### src/rtl/frame_pkg.sv
// Shared state encoding and pixel-op codes for the frame sequencing blocks.
package frame_pkg;

  typedef enum logic [2:0] {
    StIdle,
    StRead,
    StWait,
    StWrite,
    StDone
  } frame_state_e;

  localparam logic [1:0] ModeCopy   = 2'd0;
  localparam logic [1:0] ModeInvert = 2'd1;
  localparam logic [1:0] ModeThresh = 2'd2;
  localparam logic [1:0] ModeAdd    = 2'd3;

endpackage

### src/rtl/pixel_op.sv
// Combinational per-pixel transform: copy, invert, threshold or saturating add.
module pixel_op
  import frame_pkg::*;
#(
  parameter int unsigned DATA_W = 8
) (
  input  logic [1:0]        mode,
  input  logic [DATA_W-1:0] param,
  input  logic [DATA_W-1:0] p,
  output logic [DATA_W-1:0] result
);

  logic [DATA_W:0] sum;

  always_comb begin
    sum    = {1'b0, p} + {1'b0, param};
    result = p;
    case (mode)
      ModeCopy:   result = p;
      ModeInvert: result = ~p;
      ModeThresh: result = (p >= param) ? '1 : '0;
      ModeAdd:    result = sum[DATA_W] ? '1 : sum[DATA_W-1:0];
      default:    result = p;
    endcase
  end

endmodule

### src/rtl/frame_rmw_sequencer.sv
// Walks a frame in raster order, reading each source pixel, transforming it and
// writing it to the destination buffer through a single-port RAM interface.
module frame_rmw_sequencer
  import frame_pkg::*;
#(
  parameter int unsigned IMG_W  = 28,
  parameter int unsigned IMG_H  = 28,
  parameter int unsigned DATA_W = 8,
  parameter int unsigned ADDR_W = 16,
  parameter int unsigned RD_LAT = 1
) (
  input  logic              clk,
  input  logic              rst_n,
  input  logic              start,
  input  logic              abort,
  input  logic [1:0]        mode,
  input  logic [DATA_W-1:0] param,
  input  logic [ADDR_W-1:0] src_base,
  input  logic [ADDR_W-1:0] dst_base,
  output logic [ADDR_W-1:0] mem_addr,
  output logic              mem_we,
  output logic [DATA_W-1:0] mem_wdata,
  input  logic [DATA_W-1:0] mem_rdata,
  output logic              busy,
  output logic              done
);

  localparam int unsigned       XW        = (IMG_W > 1) ? $clog2(IMG_W) : 1;
  localparam int unsigned       YW        = (IMG_H > 1) ? $clog2(IMG_H) : 1;
  localparam logic [XW-1:0]     XLast     = XW'(IMG_W - 1);
  localparam logic [YW-1:0]     YLast     = YW'(IMG_H - 1);
  localparam logic [ADDR_W-1:0] RowStride = ADDR_W'(IMG_W);
  localparam logic [1:0]        WaitLast  = 2'(RD_LAT - 1);

  frame_state_e      state_q, state_d;
  logic [XW-1:0]     x_q, x_d;
  logic [YW-1:0]     y_q, y_d;
  logic [1:0]        wcnt_q, wcnt_d;
  logic [DATA_W-1:0] pix_q, pix_d;
  logic [1:0]        mode_q, mode_d;
  logic [DATA_W-1:0] param_q, param_d;
  logic [ADDR_W-1:0] src_q, src_d;
  logic [ADDR_W-1:0] dst_q, dst_d;

  logic [ADDR_W-1:0] pix_off;
  logic [DATA_W-1:0] op_result;

  // Address arithmetic wraps naturally at ADDR_W bits.
  assign pix_off = ADDR_W'(y_q) * RowStride + ADDR_W'(x_q);

  pixel_op #(
    .DATA_W(DATA_W)
  ) u_pixel_op (
    .mode  (mode_q),
    .param (param_q),
    .p     (pix_q),
    .result(op_result)
  );

  always_ff @(posedge clk) begin
    if (rst_n) begin
      state_q <= StIdle;
      x_q     <= '0;
      y_q     <= '0;
      wcnt_q  <= '0;
      pix_q   <= '0;
      mode_q  <= '0;
      param_q <= '0;
      src_q   <= '0;
      dst_q   <= '0;
    end else begin
      state_q <= state_d;
      x_q     <= x_d;
      y_q     <= y_d;
      wcnt_q  <= wcnt_d;
      pix_q   <= pix_d;
      mode_q  <= mode_d;
      param_q <= param_d;
      src_q   <= src_d;
      dst_q   <= dst_d;
    end
  end

  always_comb begin
    state_d   = state_q;
    x_d       = x_q;
    y_d       = y_q;
    wcnt_d    = wcnt_q;
    pix_d     = pix_q;
    mode_d    = mode_q;
    param_d   = param_q;
    src_d     = src_q;
    dst_d     = dst_q;
    mem_addr  = '0;
    mem_we    = 1'b0;
    mem_wdata = '0;
    busy      = (state_q != StIdle);
    done      = 1'b0;

    unique case (state_q)
      StIdle: begin
        if (start && !abort) begin
          mode_d  = mode;
          param_d = param;
          src_d   = src_base;
          dst_d   = dst_base;
          x_d     = '0;
          y_d     = '0;
          state_d = StRead;
        end
      end
      StRead: begin
        mem_addr = src_q + pix_off;
        wcnt_d   = '0;
        state_d  = StWait;
      end
      StWait: begin
        // Hold the source address so pipelined RAMs see a stable request.
        mem_addr = src_q + pix_off;
        if (wcnt_q == WaitLast) begin
          pix_d   = mem_rdata;
          state_d = StWrite;
        end else begin
          wcnt_d = wcnt_q + 2'd1;
        end
      end
      StWrite: begin
        mem_we    = 1'b1;
        mem_addr  = dst_q + pix_off;
        mem_wdata = op_result;
        if (x_q != XLast) begin
          x_d     = x_q + 1'b1;
          state_d = StRead;
        end else if (y_q != YLast) begin
          x_d     = '0;
          y_d     = y_q + 1'b1;
          state_d = StRead;
        end else begin
          state_d = StDone;
        end
      end
      StDone: begin
        done    = 1'b1;
        state_d = StIdle;
      end
      default: state_d = StIdle;
    endcase

    // Abort overrides everything: no write, no completion pulse.
    if (abort && (state_q != StIdle)) begin
      state_d = StIdle;
      mem_we  = 1'b0;
      done    = 1'b0;
    end
  end

endmodule

### config.mk
export PLATFORM = sky130hd
export DESIGN_NAME = frame_rmw_sequencer
export DESIGN_NICKNAME = d
export VERILOG_FILES = /design/src/rtl/frame_pkg.sv /design/src/rtl/pixel_op.sv /design/src/rtl/frame_rmw_sequencer.sv
export SDC_FILE = /design/constraint.sdc
export NUM_CORES = 1
export LEC_CHECK = 0
export CORE_ASPECT_RATIO = 1.1
export CORE_MARGIN = 2
export CORE_UTILIZATION = 36
export DETAILED_ROUTE_END_ITERATION = 10
export PLACE_DENSITY = 0.64
export SETUP_SLACK_MARGIN = 0.3
export SLEW_MARGIN = 15
export SYNTH_ARGS = -nofsm -noshare
export SYNTH_HDL_FRONTEND = slang
export SYNTH_HIERARCHICAL = 1
export SYNTH_SLANG_ARGS = --single-unit
### constraint.sdc
create_clock -name clk -period 4.8 [get_ports clk]
set_clock_uncertainty 0.05 [all_clocks]
set_input_delay 0.48 -clock clk [delete_from_list [all_inputs] [get_ports clk]]
set_output_delay 0.48 -clock clk [all_outputs]
set_load 0.02 [all_outputs]
==> impl_metrics.ini, run 1 <==
[global_route]
grt-ovfl-total = 0
grt_first_pass_wirelength_mm = 22.1
antenna_found_initial = 0
grt_util_all_layers_pct = 18.9
first_global_vias = 4703
grt_max_degree = 63

[layout]
num_antenna_cells = 0
final_core_util_pct = 48.0
final_cell_area_um2 = 6370
drive_gt1_share_pct = 12.7
layout_common_cells = nand2_1 (131), clkdlybuf4s50_1 (69), dfxtp_1 (61)
nNetsFinal = 821
syn2layout_area_growth_pct = 29.4
instances_no_fill = 906
final_common_cell = nand2_1

[setup_path]
arrival_ns = 4.01
cp.required_ns = 4.27
start_kind = register
worst_setup_path_end_kind = output port
worst-setup-path-type = register to output port
path_max_fanout = 6

[cts]
htreeDepth = 3
cts-root-buf = clkbuf_16
clk_latency_ns = 0.35
tritoncts_num_sinks = 65
cts_tree = yes
holdBufCountCts = 0
clk_pin_slew_ns = 0.06
numCtsBuffers = 9
max-clock-path-buffers = 2

[timing]
setup_ws_ns = 0.262
rsz0062_at_grt = true
worst-slew-pin-transition_ns = 0.943
finalMaxSlewViolations = 0
clock.fmax_ghz = 0.220
setup_viol = 0
fin_crit_ns = 4.54
setup_tns_ns = 0
slew_headroom_pct = 36.8
final.period_utilization_pct = 94.5
hold_viol = 0

[placed_design]
dp_slack_ns = -0.145
dp_hpwl_mm = 9.57
dp.cells = 887
port_buffers = 80
place.gp.congestion = 0.935
dpl_cell_area_um2 = 5840

[routing]
drt-total-wl_mm = 13.6
vias = 4666
drt_first_pass_iters = 4
viasPerCell = 5.15
drt_iter0_drc = 272
wire_per_inst_um = 15.0
drc = 0
drtAntennaViolNets = 0

[floorplan]
num_rows = 44
io_pins = 81
core_um2 = 13300
start_util_pct = 37.1
die_x_um = 115
die_area_um2 = 14600
fp.dieH_um = 127

[logic_synthesis]
ys_ff_latch = 65
synth_top_flop_cell = dfxtp_1
netlist_area_um2 = 4920
ys_seq_area_share_pct = 26.4
synth_edf_count = 0
synth.avg_cell_area_um2 = 7.67
syn_nets = 746
ys_async_sr_fraction_pct = 0
yosysWarnings = 6
synthCells = 642
yosysUniqueCellTypes = 66

[job]
max_cap_violations = 0

[power_and_ir_drop]
p_leak_uw = 0.00258
powerDensity_nw_per_um2 = 229
vdd_drop_max_mv = 0.151

[min_path]
hold_path_class = register to register

[outcome]
status = finished clean
==> worst paths after layout <==
check / start / end / slack, ns / cells past startpoint
max: y_q[2] / mem_addr[15] / 0.26 / 16
min: dst_q[5] / dst_q[5] / 0.41 / 2
max reg2reg: state_q[0] / x_q[3] / 2.32 / 6
min reg2reg: dst_q[5] / dst_q[5] / 0.41 / 2
==> cell usage after synthesis (all sizes together) (11+ instances only) <==
cell      n  area, µm²
nand2   132        495
dfxtp    65       1300
a21oi    64        320
nor2     46        173
ha       42        526
inv      38        143
buf      20        163
nor3     18       90.1
nand3    17       85.1
o21ai    14       73.8
xnor2    14        123
xor2     14        123
clkbuf   13       58.8
a31oi    11       68.8
==> layout make-up <==
type | count | area (µm²)
Clock inverter | 4 | 51.3
Clock buffer | 12 | 256
Sequential cell | 65 | 1310
Timing Repair Buffer | 97 | 903
Fill cell | 1277 | 6900
Tap cell | 184 | 230
Multi-Input combinational cell | 506 | 3470
Inverter | 38 | 143
==> registers in the layout (all words and copies together), names as in the netlist, 3 cells and up <==
signal,count
y_q,5
pix_q,8
state_q,3
dst_q,16
param_q,8
x_q,5
src_q,16
==> routing by layer <==
metal  vias up  track usage (%)  wire, µm
met5         -                0         0
met4         0             5.81       223
met3        12             4.30       564
met2       105             33.1      7010
met1      2203             22.7      5790
li1       2346                -         -
==> logic make-up (layout without fill, tap and decap cells) <==
kind of cell,Yosys count,count (layout),synth area share [%]
AOI/OAI and AO/OA,146,146,19.0
xor gates and xnor gates,28,28,4.98
adders and majority gates,50,50,13.9
buffers and inverters,71,151,7.40
DFF,65,65,26.4
muxes,14,14,2.95
and+or+nand+nor,268,268,25.3
==> worst max-delay path: stages (launching register included) <==
cell,delay (ns)
dfxtp_4,0.36
fa_1,0.52
ha_2,0.19
inv_2,0.04
fa_2,0.39
nand2b_4,0.17
a21oi_4,0.12
o21a_1,0.19
nor2_2,0.05
xor2_1,0.18
ha_1,0.34
and3_4,0.21
nand3_4,0.09
o2111ai_4,0.28
a21oi_2,0.10
nor3b_2,0.23
buf_4,0.18
==> metrics by stage <==
stage,power (µW),hold slack (ns)
2_1_floorplan,699,0.383
3_3_place_gp,767,0.395
3_5_place_dp,771,0.400
4_1_cts,1460,0.408
5_1_grt,1510,0.429
6_report,1460,0.407
==> where the power goes <==
group / total (µW) / switching, µW / internal (µW) / leakage (µW)
registers: 575 / 17.0 / 558 / 0.000531
clock network: 695 / 264 / 430 / 0.000149
logic: 187 / 97.4 / 89.7 / 0.00190
==> repair_timing <==
item	in CTS	in global routing
pin swaps	6	16
setup buffers	1	2
setup endpoints to repair	10	9
gates resized for setup	55	36
No activity file was read; power rests on OpenSTA's default activity.
==> inputs of run 2 (changes only) <==
Settings changed: CELL_PAD_IN_SITES_DETAIL_PLACEMENT from default to 1, CELL_PAD_IN_SITES_GLOBAL_PLACEMENT from default to 1, PLACE_DENSITY 0.64 to 0.81.
==> impl_metrics.ini, run 2 (synthesized netlist as in run 1, its figures left out) <==
[cts]
clk_pin_slew_ns = 0.06
tritoncts_num_sinks = 65
max-clock-path-buffers = 2
cts_tree = yes
cts-root-buf = clkbuf_16
numCtsBuffers = 9
htreeDepth = 3
clk_latency_ns = 0.35

[setup_path]
timing.rr.start = state_q[0]
r2r_cells = 6
worst-setup-path-type = register to output port
crit_family = adder cells
cp.required_ns = 4.27
arrival_ns = 4.24
critPathBufInv = 3
critPathSlowestCell = fa_1
r2r_end = x_q[4]
worst_setup_path_end_kind = output port
start_kind = register
max_stage_delay_ns = 0.51
path_max_fanout = 5
path_cells = fa_1 -> ha_2 -> inv_1 -> fa_2 -> nand2b_4 -> a21oi_4 -> o21a_1 -> nor2_2 -> xor2_1 -> ha_1 -> and3_4 -> nand3_2 -> o2111ai_4 -> buf_4 -> nand3_1 -> nor3b_2 -> buf_2
rrSetupSlack_ns = 2.17

[global_route]
grt-ovfl-total = 0
antenna_found_initial = 0
grt_util_all_layers_pct = 22.9
first_global_vias = 5347
grt_max_degree = 63
grt_first_pass_wirelength_mm = 26.3

[routing]
vias = 4993
wire_per_inst_um = 18.6
drc = 0
drt-total-wl_mm = 17.0
drtAntennaViolNets = 0
drt_iter0_drc = 249
drt_first_pass_iters = 5
viasPerCell = 5.47

[floorplan]
core_um2 = 13300
start_util_pct = 37.1
die_x_um = 115
fp.dieH_um = 127
die_area_um2 = 14600
io_pins = 81
num_rows = 44

[power_and_ir_drop]
p_leak_uw = 0.00264
clockPowerShare_pct = 49.1
power_frac_comb_pct = 12.7
powerDensity_nw_per_um2 = 235
pwr-share-seq_pct = 38.2
p_switching_uw = 384
vdd_drop_max_mv = 0.146
p_sw_share_pct = 25.4
p_int_uw = 1130

[timing]
rsz0062_at_grt = true
fin_crit_ns = 4.77
setup_viol = 0
final.period_utilization_pct = 99.3
hold_viol = 0
worst-slew-pin-transition_ns = 1.06
clock.fmax_ghz = 0.210
slew_headroom_pct = 29.3
finalMaxSlewViolations = 0
setup_ws_ns = 0.0349
holdWs_ns = 0.406

[placed_design]
place.gp.congestion = 0.881
dp_slack_ns = -0.112
port_buffers = 80
dp_hpwl_mm = 11.1
dp.cells = 884

[layout]
layout_common_cells = nand2_1 (131), clkdlybuf4s50_1 (69), dfxtp_1 (62)
reg.largest.list = dst_q (16), src_q (16)
drive_gt1_share_pct = 13.5
final_core_util_pct = 48.4
num_antenna_cells = 0
nNetsFinal = 827
nFillCells = 1614
instances_no_fill = 912
seq_area_um2 = 1310
syn2layout_area_growth_pct = 30.6
final_common_cell = nand2_1
multi_input_area_um2 = 3470

[min_path]
min_to = src_q[7]
hold_path_class = register to register
hold_path_depth = 2
min_from = src_q[7]

[outcome]
status = finished clean

[job]
max_cap_violations = 0
==> run 2: worst register-to-register path: cells and delay by family, from the launching register on <==
family / cells / cell delay (ns)
and+or+nand+nor: 3 / 1.12
DFF: 1 / 0.43
xor gates and xnor gates: 1 / 0.22
buffers and inverters: 1 / 0.52
AOI/OAI and AO/OA: 1 / 0.20
==> run 2: per-layer routing <==
layer | up-vias | wire length, µm | GRT usage (%)
li1 | 2370 | - | -
met5 | - | 0 | 0
met1 | 2421 | 6750 | 25.4
met2 | 157 | 8930 | 42.3
met3 | 45 | 759 | 3.63
met4 | 0 | 515 | 9.78
==> run 2: area by class of cell <==
| cell class | count | share of cell area [%] |
|---|---|---|
| multi-input cells | 506 | 54.0 |
| inverters | 38 | 2.22 |
| well taps | 184 | 3.58 |
| repair buffers | 103 | 14.8 |
| flip-flops and latches | 65 | 20.3 |
| clock inverters | 5 | 1.21 |
| clock buffers | 11 | 3.93 |
==> run 2: how the worst max path moves through the flow <==
stage	slack, ns	cells past startpoint	start	to
floorplan	0.49	12	y_q[2]	mem_addr[15]
global placement	0.08	16	y_q[1]	mem_addr[15]
detailed placement	-0.11	14	y_q[3]	mem_addr[15]
CTS	0.23	17	y_q[1]	mem_addr[12]
global route	-0.09	17	y_q[1]	mem_addr[15]
finish	0.03	17	y_q[1]	mem_addr[15]
==> run 2: per-stage QoR <==
step                      power [µW]  setup TNS [ns]  cell area (µm²)
after floorplan                  699               0             4920
after global placement           766               0             5810
after detailed placement         775          -0.203             5810
after CTS                       1520               0             6300
after global routing            1570          -0.258             6430
final                           1510               0             6430
==> run 2: repair_timing <==
action / 4_1_cts / 5_1_grt
gates resized for setup: 62 / 27
pin swaps: 9 / 15
hold buffers: 0 / 0
setup endpoints to repair: 10 / 10
setup buffers: 7 / 5
==> run 2: power by group through the flow <==
stage          combinational [µW]  clock, µW  sequential [µW]
3_5_place_dp                  185          0              590
3_3_place_gp                  178          0              589
2_1_floorplan                 118          0              581
4_1_cts                       188        754              579
6_report                      192        742              579
5_1_grt                       210        778              581
